===== src/rtl/jc_display_select_ctrl.sv =====
// -----------------------------------------------------------------------------
// jc_display_select_ctrl
//   Front-panel input side of the display path. Debounces the NEXT/PREV
//   push-buttons, steps a registered view selector that drives the display
//   mux, generates the slow Display_CLK that alternates the two LED rows in
//   the Control Flags view, and lets the slide switches pick a view directly.
//
// Ports
//   CLK              in   1  system clock
//   RESET            in   1  synchronous, active-high reset
//   BTN_NEXT_N       in   1  raw push-button, active-low; advance view
//   BTN_PREV_N       in   1  raw push-button, active-low; previous view
//   SW_DIRECT        in   4  switch-entered view number
//   SW_DIRECT_EN     in   1  1 = selector follows SW_DIRECT; buttons ignored
//   JC_OUPUT_SELECT  out  4  registered view selector to display mux
//   Display_CLK      out  1  LED row toggle (1 = first row, 0 = second row)
//   SELECT_CHANGED   out  1  one-cycle pulse when JC_OUPUT_SELECT changes
// -----------------------------------------------------------------------------
module jc_display_select_ctrl #(
  parameter int DEBOUNCE_CYCLES = 500000,
  parameter int TOGGLE_DIV      = 12500000,
  parameter int NUM_VIEWS       = 12
) (
  input  logic       CLK,
  input  logic       RESET,
  input  logic       BTN_NEXT_N,
  input  logic       BTN_PREV_N,
  input  logic [3:0] SW_DIRECT,
  input  logic       SW_DIRECT_EN,
  output logic [3:0] JC_OUPUT_SELECT,
  output logic       Display_CLK,
  output logic       SELECT_CHANGED
);

  localparam int DB_W = (DEBOUNCE_CYCLES > 1) ? $clog2(DEBOUNCE_CYCLES) : 1;
  localparam int TG_W = (TOGGLE_DIV > 1) ? $clog2(TOGGLE_DIV) : 1;

  localparam logic [DB_W-1:0] DB_LAST  = DB_W'(DEBOUNCE_CYCLES - 1);
  localparam logic [TG_W-1:0] TG_LAST  = TG_W'(TOGGLE_DIV - 1);
  localparam logic [3:0]      SEL_LAST = 4'(NUM_VIEWS - 1);
  // One bit wider so NUM_VIEWS = 16 still compares correctly.
  localparam logic [4:0]      VIEW_LIM = 5'(NUM_VIEWS);

  // Button vectors: bit 0 = NEXT, bit 1 = PREV (active-low levels).
  logic [1:0]      btn_meta, btn_sync;
  logic [1:0]      btn_stable, btn_stable_d;
  logic [DB_W-1:0] db_cnt [2];
  logic [1:0]      press;

  logic [3:0]      sw_meta, sw_sync;
  logic            en_meta, en_sync;

  logic [3:0]      sel_next;
  logic            sel_change;
  logic [TG_W-1:0] tg_cnt;

  // ---------------------------------------------------------------------------
  // Two-flop synchronizers. Buttons reset to the released (high) level so a
  // button held through reset is seen as a fresh press afterwards.
  // ---------------------------------------------------------------------------
  // NOTE: sequential state is always written with <= so every flop samples
  // the pre-edge values of its sources, independent of block ordering.
  always_ff @(posedge CLK) begin
    if (RESET) begin
      btn_meta <= 2'b11;
      btn_sync <= 2'b11;
      sw_meta  <= 4'd0;
      sw_sync  <= 4'd0;
      en_meta  <= 1'b0;
      en_sync  <= 1'b0;
    end else begin
      btn_meta <= {BTN_PREV_N, BTN_NEXT_N};
      btn_sync <= btn_meta;
      sw_meta  <= SW_DIRECT;
      sw_sync  <= sw_meta;
      en_meta  <= SW_DIRECT_EN;
      en_sync  <= en_meta;
    end
  end

  // ---------------------------------------------------------------------------
  // Debouncers: the stable level only flips after the synchronized level has
  // disagreed with it for DEBOUNCE_CYCLES consecutive cycles.
  // ---------------------------------------------------------------------------
  always_ff @(posedge CLK) begin
    if (RESET) begin
      btn_stable   <= 2'b11;
      btn_stable_d <= 2'b11;
      for (int i = 0; i < 2; i++) db_cnt[i] <= '0;
    end else begin
      btn_stable_d <= btn_stable;
      for (int i = 0; i < 2; i++) begin
        if (btn_sync[i] == btn_stable[i]) begin
          db_cnt[i] <= '0;
        end else if (db_cnt[i] == DB_LAST) begin
          btn_stable[i] <= ~btn_stable[i];
          db_cnt[i]     <= '0;
        end else begin
          db_cnt[i] <= db_cnt[i] + DB_W'(1);
        end
      end
    end
  end

  // Stable 1->0 edge only: release and a held button produce nothing.
  assign press = btn_stable_d & ~btn_stable;

  // ---------------------------------------------------------------------------
  // Next selector value. Direct mode overrides the buttons; simultaneous
  // NEXT and PREV presses cancel.
  // ---------------------------------------------------------------------------
  // NOTE: sel_next gets a default before any branch so no path leaves it
  // unassigned, which would otherwise infer a latch.
  always_comb begin
    sel_next = JC_OUPUT_SELECT;
    if (en_sync) begin
      sel_next = ({1'b0, sw_sync} < VIEW_LIM) ? sw_sync : 4'd0;
    end else if (press == 2'b01) begin
      sel_next = (JC_OUPUT_SELECT == SEL_LAST) ? 4'd0 : JC_OUPUT_SELECT + 4'd1;
    end else if (press == 2'b10) begin
      sel_next = (JC_OUPUT_SELECT == 4'd0) ? SEL_LAST : JC_OUPUT_SELECT - 4'd1;
    end
  end

  assign sel_change = (sel_next != JC_OUPUT_SELECT);

  always_ff @(posedge CLK) begin
    if (RESET) begin
      JC_OUPUT_SELECT <= 4'd0;
      SELECT_CHANGED  <= 1'b0;
    end else begin
      JC_OUPUT_SELECT <= sel_next;
      SELECT_CHANGED  <= sel_change;
    end
  end

  // ---------------------------------------------------------------------------
  // Row-toggle prescaler. A selector change restarts it on the first row in
  // the same cycle the new selector value appears.
  // ---------------------------------------------------------------------------
  always_ff @(posedge CLK) begin
    if (RESET) begin
      tg_cnt      <= '0;
      Display_CLK <= 1'b0;
    end else if (sel_change) begin
      tg_cnt      <= '0;
      Display_CLK <= 1'b1;
    end else if (tg_cnt == TG_LAST) begin
      tg_cnt      <= '0;
      Display_CLK <= ~Display_CLK;
    end else begin
      tg_cnt <= tg_cnt + TG_W'(1);
    end
  end

endmodule

===== config.mk =====
export PLATFORM = sky130hd
export DESIGN_NAME = jc_display_select_ctrl
export DESIGN_NICKNAME = d
export VERILOG_FILES = /design/src/rtl/jc_display_select_ctrl.sv
export SDC_FILE = /design/constraint.sdc
export NUM_CORES = 1
export LEC_CHECK = 0
export CAP_MARGIN = 25
export CORE_MARGIN = 4
export CORE_UTILIZATION = 44
export DETAILED_ROUTE_END_ITERATION = 10
export PLACE_DENSITY = 0.71
export SYNTH_ARGS = -nofsm -noshare
export SYNTH_HDL_FRONTEND = slang
export SYNTH_SLANG_ARGS = --single-unit

===== constraint.sdc =====
create_clock -name CLK -period 5.9 [get_ports CLK]
set_input_delay 1.18 -clock CLK [delete_from_list [all_inputs] [get_ports CLK]]
set_output_delay 1.18 -clock CLK [all_outputs]
set_load 0.05 [all_outputs]

# == Word-level counts from Yosys, hierarchy flattened ==
# Memories as Yosys holds them, arrays and structs flattened.
# Index checks and enable logic that the tools add are counted.
# word_totals
regBits,48
mem_bits_rw,38
out_inout_bits,6
n_memories,1
# classes
n_addsub,5
order_cmp,1
n_eq_ne,9
muxes,38
bitwise,13
reduce_logical,5
# memory_table
memory,depth,width,rd,rd_ports_with_merged_regs,wr,line,rtl
db_cnt,2,19,2,0,2,47,logic [DB_W-1:0] db_cnt [2];
# ops
op,n
$mux W19,6
$add A19 B1 Y19 const B,2
$eq A19 B19 Y1 const B,2
$mux W1,26
$add A24 B1 Y24 const B,1
$eq A24 B24 Y1 const B,1
$mux W4,6
$or A1 B1 Y1,6
$not A1 Y1,5
$add A4 B1 Y4 const B,1
$eq A4 B4 Y1 const B,1
$logic_not A4 Y1,1
$lt A4 B4 Y1 const B,1
$ne A4 B4 Y1,1
$reduce_and A2 Y1,2
$sub A4 B1 Y4 const B,1
$reduce_or A3 Y1,1
$and A2 B2 Y2,1
$eq A1 B1 Y1,2
$eq A2 B1 Y1 const B,1
$eq A2 B2 Y1 const B,1
$not A2 Y2,1
$reduce_bool A2 Y1,1

# == Logic depth before layout (Yosys ltp) ==
# Gate-level depths: netlist of the first run.
# logic_depth
ltp_word,8
mapped_depth,10
mapped_depth_nobuf,7

# == Worst setup path before layout of the first run ==
# Ideal clock, no wire load.
# synth_path
path_type,input to register
start,input port RESET
end,"memory db_cnt[1][10] (netlist name), data pin"
setup_time_ps,266
arrival_ps,2318
required_ps,5634
setup_slack_ps,3316
path_stages,7
path_buffers,3
path_cell_list,clkbuf_1 -> inv_1 -> nand2_1 -> or2_2 -> clkbuf_1 -> clkbuf_1 -> nor2_1
# synth_lines
element,line,rtl
"start, declared",25,"input logic RESET,"
"end, declared",47,

# == Worst setup path in the final report of the first run ==
# layout_path
start,register JC_OUPUT_SELECT[3]
end,output port JC_OUPUT_SELECT[3]
# layout_lines
element,line,rtl
"start, declared",30,"output logic [3:0] JC_OUPUT_SELECT,"
"start signal, assigned",132,JC_OUPUT_SELECT <= sel_next;
# No word-level cell between the ends.

==> out/results.ini, run 1 <==
[logic_synthesis]
synth-xor-area-share = 0.120
yosysSeqAreaShare = 0.497
synth_compound_area_frac = 0.0705
synth_top_family_by_area = simple AND/OR/NAND/NOR gates
ys_types = 52
synth_flop_cell = dfxtp_1
synth-edff-count = 38
synthSimpleGateAreaFrac = 0.260
syn-cell-area_um2 = 4230
synthArstFlopShare = 0
synthCells = 443
yosys.area_share.adder = 0.0148
ys_ff_latch = 86
yosys_warnings = 0
synth.area.mux_share = 0.00474
synth_area_per_cell_um2 = 9.54

[sta]
fmaxAchievable_mhz = 338
slew_violations = 0
finalSetupViolCount = 0
hold_viol = 0
rsz0062_at_grt = no
layout_setup_ws_ns = 2.94
fin_tns_setup_ns = 0
slew_headroom = 0.500
period_minus_slack_ns = 2.96
fin_skew_ns = 0.00964
period_share = 0.501
worst_slew_pin_slew_ns = 0.746

[setup_path]
path_max_fanout = 11
cpPeakStageDelay_ns = 0.88
cp_slowest_cell = clkdlybuf4s50_1
crit_type = flip-flop to output pin
path_cells = clkdlybuf4s50_1
critPathTopFamily = buffers and inverters
startpoint_type = flip-flop
crit_buf_inv = 1
critPathRequiredTime_ns = 4.72
worstPathArrival_ns = 1.78
cp-end-kind = output pin

[pwr]
power_uw = 1170
powerDensity_nw_per_um2 = 242
ir_drop_v = 0.000115
p_leak_uw = 0.00168

[floorplan]
rows = 35
die_width_um = 106
io_pins = 15
dieArea_um2 = 11200
die_y_um = 106
core_area_um2 = 9280
initial_utilization = 0.455

[route]
ant_nets = 0
drt-met1-wl_mm = 3.66
drt_iter0_drc = 144
viasPerCell = 4.93
wl_met2_mm = 3.61
drcViolationCount = 0
vias = 3093
top_layer_used = met4
drt_first_pass_iters = 4
routed_wl_mm = 7.65
routedWlPerCell_um = 12.2
dr_wl_met3_um = 253

[placement]
gp_congestion = 0.880
hpwl_mm = 5.52
dpl_worst_slack_ns = 2.98
dp.cells = 611
io_buffers = 14

[job]
cap_violations = 0

[cts]
root_buffer = clkbuf_8
cts.clk_slew.worst_paths_ns = 0.09
cts.sinks = 86
cts.repair.resized = 0
cts_buffers = 9
htreeDepth = 3
cts_tree = yes
postCtsHoldBufs = 0
cts_setup_buffers = 0
clockBufferDepth = 2
worstSkewPairLatency_ns = 0.34

[grt]
track_usage = 0.144
grt_pass1_vias = 3079
grt_max_degree = 30
antenna_found_initial = 0
grt.overflow.total = 0
grt_pass1_wl_mm = 13.4

[layout]
antenna_cells = 0
syn_to_final_growth_pct = 14.4
fin_nets = 507
drive_gt1_frac = 0.0582
final_cells = 627

[status]
outcome = finished, final reports clean

[hold_path]
hp-class = flip-flop to flip-flop

==> synthesized netlist by cell type (11+ instances only) <==
cell type | instances | area (um^2)
dfxtp_1 | 48 | 961
edfxtp_1 | 38 | 1140
inv_1 | 17 | 63.8
nand2_1 | 26 | 97.6
nand3_1 | 33 | 165
nand4_1 | 17 | 106
nor2_1 | 78 | 293
nor2b_1 | 11 | 68.8
nor3_1 | 11 | 55.1
o21ai_0 | 11 | 55.1
xnor2_1 | 28 | 245
xor2_1 | 30 | 263
==> path summary, 6_finish.rpt <==
check                                        start            endpoint  slack [ns]  cells after the start
worst max-delay path            JC_OUPUT_SELECT[3]  JC_OUPUT_SELECT[3]        2.94                      1
worst max register to register  JC_OUPUT_SELECT[0]          tg_cnt[10]        3.15                      7
worst min register to register         btn_meta[0]         btn_sync[0]        0.40                      1
worst min-delay path                   btn_meta[0]         btn_sync[0]        0.40                      1
==> stage by stage <==
| stage | util | instance area (um^2) | hold WS [ns] |
|---|---|---|---|
| after global placement | 0.496 | 4610 | 0.392 |
| after detailed placement | 0.496 | 4610 | 0.394 |
| after CTS | 0.521 | 4840 | 0.407 |
| after global routing | 0.521 | 4840 | 0.410 |
| final | 0.521 | 4840 | 0.404 |
| after floorplan | - | 4370 | 0.389 |
==> cell type report <==
| cell class | instances | area (um^2) |
|---|---|---|
| multi-input combinational | 364 | 2130 |
| sequential | 86 | 2100 |
| clock buffer | 14 | 216 |
| tap | 129 | 161 |
| timing repair buffer | 15 | 148 |
| clock inverter | 2 | 15.0 |
| fill | 851 | 4450 |
| inverter | 17 | 63.8 |
==> logic make-up (layout without fill, tap and decap cells) <==
family / Yosys count / in the layout
compound gates: 41 / 41
xor+xnor: 58 / 58
fa+ha+maj: 5 / 5
buf+inv: 30 / 48
flops: 86 / 86
mux: 2 / 2
other cells: 1 / 38
simple gates: 220 / 220
==> cell usage in the layout, fill, tap and decap left out, types with 2 or more instances in the layout <==
cell             Yosys  final
a21boi_0             2      2
a21oi_1              9      9
a311oi_1             2      2
a31oi_1              2      2
and2_1               3      3
and3_1               6      6
and4_1               4      4
clkbuf_16            0      3
clkbuf_8             0     10
clkdlybuf4s50_1      0     14
conb_1               1     38
dfxtp_1             48     48
edfxtp_1            38     38
ha_1                 5      5
inv_1               17     17
mux2i_1              2      2
nand2_1             26     26
nand2b_1             3      3
nand3_1             33     33
nand3b_1             2      2
nand4_1             17     17
nor2_1              78     78
nor2b_1             11     11
nor3_1              11     11
nor4_1               5      5
nor4b_1              2      2
o211a_1              2      2
o21ai_0             11     11
o311a_1              2      2
or2_2                7      7
or3_1                3      3
or4_1                3      3
xnor2_1             28     28
xor2_1              30     30
==> sequential cells by signal, summed over array words and instances (netlist names) <==
name	flops
db_cnt	38
en_meta	1
JC_OUPUT_SELECT	4
sw_sync	4
btn_meta	2
en_sync	1
tg_cnt	24
Display_CLK	1
sw_meta	4
btn_stable_d	2
SELECT_CHANGED	1
btn_sync	2
btn_stable	2
==> power by group <==
group | leakage, uW | switching (uW) | total [uW] | internal, uW
Clock | 0.000119 | 205 | 449 | 244
Sequential | 0.000783 | 18.8 | 659 | 640
Combinational | 0.000774 | 37.4 | 65.0 | 27.7
Total | 0.00168 | 261 | 1170 | 912
==> metal layers <==
layer	track usage	vias to the layer above
met5	0	-
met4	0.0435	0
met3	0.0340	11
met2	0.240	42
met1	0.186	1436
li1	-	1604
Power figures use the tool's default switching activity.
==> run 2, diff against run 1 <==
--- a/config.mk
+++ b/config.mk
@@ -9,7 +9,7 @@
 export CORE_MARGIN = 4
 export CORE_UTILIZATION = 44
 export DETAILED_ROUTE_END_ITERATION = 10
-export PLACE_DENSITY = 0.71
+export PLACE_DENSITY = 0.73
 export SYNTH_ARGS = -nofsm -noshare
 export SYNTH_HDL_FRONTEND = slang
 export SYNTH_SLANG_ARGS = --single-unit
==> constraint.sdc (replaced) <==
create_clock -name CLK -period 2.7 [get_ports CLK]
set_input_delay 0.54 -clock CLK [delete_from_list [all_inputs] [get_ports CLK]]
set_output_delay 0.54 -clock CLK [all_outputs]
set_load 0.05 [all_outputs]
==> run 2 against run 1 <==
Worst setup slack lost 2.6 ns. Core utilization shrank 0.53 points. Via count grew 1.1%. Sequential power grew 120%. Design area shrank 1.0%. Critical path type unchanged.
==> out/results.ini, run 2 (synthesis gave the netlist of run 1 again) <==
[pwr]
p_sw_frac = 0.238
switching_power_uw = 567
intPower_uw = 1820
comb_power_share = 0.061
p_leak_uw = 0.00166
powerDensity_nw_per_um2 = 499
power_uw = 2390
p_seq_frac = 0.603
ir_drop_v = 0.000279
clkPwrFrac = 0.337

[route]
routed_wl_mm = 7.60
ant_nets = 0
drcViolationCount = 0
drt_iter0_drc = 94
routedWlPerCell_um = 12.1
vias = 3127
viasPerCell = 4.98
drt_first_pass_iters = 4

[sta]
rsz0062_at_grt = no
fin_tns_setup_ns = 0
slew_headroom = 0.565
whs_ns = 0.410
worst_slew_pin_slew_ns = 0.652
slew_violations = 0
period_share = 0.867
hold_viol = 0
finalSetupViolCount = 0
fin_skew_ns = 0.0135
fmaxAchievable_mhz = 427
period_minus_slack_ns = 2.34

[cts]
cts.repair.resized = 0
root_buffer = clkbuf_8
cts.sinks = 86
postCtsHoldBufs = 0
cts.clk_slew.worst_paths_ns = 0.09
htreeDepth = 3
cts_tree = yes
worstSkewPairLatency_ns = 0.35
cts_setup_buffers = 0
clockBufferDepth = 2
cts_buffers = 9

[grt]
grt.overflow.total = 0
antenna_found_initial = 0
grt_pass1_vias = 3027
grt_max_degree = 26
track_usage = 0.144
grt_pass1_wl_mm = 13.4

[layout]
antenna_cells = 0
top_regs = db_cnt: 38 flops, tg_cnt: 24 flops
fin_nets = 508
final_common_cell = nor2_1
regMostFlops = db_cnt
final_cell_mix = nor2_1, dfxtp_1, edfxtp_1, conb_1, nand3_1
nFillCells = 886
largest_reg_flops = 38
drive_gt1_frac = 0.0601
syn_to_final_growth_pct = 13.3

[setup_path]
startpoint_type = flip-flop
cp-end-kind = output pin
cp_slowest_cell = clkdlybuf4s50_1
crit_buf_inv = 1
crit_cells = 1
r2r_slack_ns = 0.43
worstPathArrival_ns = 1.80
critPathRequiredTime_ns = 2.16
ff2ff_path_depth = 7
path_cells = clkdlybuf4s50_1
crit_type = flip-flop to output pin
crit_start = JC_OUPUT_SELECT[3]
r2r_start = JC_OUPUT_SELECT[0]
critPathCapture = JC_OUPUT_SELECT[3]
worst_r2r_endpoint = tg_cnt[7]
critPathTopFamily = buffers and inverters
path_max_fanout = 11
cpPeakStageDelay_ns = 0.89

[job]
cap_violations = 0

[floorplan]
die_width_um = 106
rows = 35
initial_utilization = 0.455
die_y_um = 106
io_pins = 15
dieArea_um2 = 11200
core_area_um2 = 9280

[hold_path]
hp-class = flip-flop to flip-flop

[placement]
io_buffers = 14
gp_congestion = 0.892
hpwl_mm = 5.48

[status]
outcome = finished, final reports clean

-- run 2: changes by cell type in the layout (fill, tap and decap cells not counted), sizes merged --
cell    previous run  this run
inv               19        18
buf                1         2
clkinv             0         4
clkbuf            14        11
-- run 2: metal layers --
layer,wire (um),vias to the layer above,track usage
met5,0,-,0
met4,86,0,0.0352
met3,246,8,0.0443
met2,3610,49,0.240
met1,3660,1460,0.184
li1,-,1610,-
-- run 2: power groups by stage --
stage / Combinational, uW / Clock (uW) / Sequential, uW
2_1_floorplan: 101 / 0 / 1470
3_3_place_gp: 141 / 0 / 1470
4_1_cts: 144 / 843 / 1440
6_report: 145 / 804 / 1440
5_1_grt: 163 / 895 / 1450
3_5_place_dp: 142 / 0 / 1470
-- run 2: area by class of cell --
class	instances	area [um^2]	share of cell area
multi-input cells	364	2130	0.445
flip-flops and latches	86	2100	0.439
well taps	129	161	0.0337
repair buffers	16	155	0.0324
clock buffers	11	141	0.0295
inverters	17	63.8	0.0133
clock inverters	5	33.8	0.00706
-- run 2: worst min path at each step --
stage / start / to / slack (ns) / cells after the start
floorplan: btn_meta[0] / btn_sync[0] / 0.39 / 1
global placement: btn_meta[0] / btn_sync[0] / 0.39 / 1
detailed placement: btn_meta[1] / btn_sync[1] / 0.39 / 1
CTS: btn_meta[1] / btn_sync[1] / 0.41 / 1
global route: btn_meta[0] / btn_sync[0] / 0.43 / 1
finish: btn_meta[1] / btn_sync[1] / 0.41 / 1
-- run 2: per-stage QoR --
stage	std cells	area, um^2	util	worst slack, ns
2_1_floorplan	480	4370	-	0.219
3_3_place_gp	612	4610	0.497	0.533
3_5_place_dp	612	4610	0.497	0.481
4_1_cts	628	4790	0.516	0.346
5_1_grt	628	4790	0.516	0.239
6_report	628	4790	0.516	0.358
-- run 2: worst reg2reg max path: stages, from the launching register on --
cell       delay, ns
dfxtp_1         0.39
inv_1           0.17
ha_1            0.26
a311oi_1        0.14
o311a_1         0.34
a2111oi_4       0.42
nand2_1         0.24
nor3_1          0.22
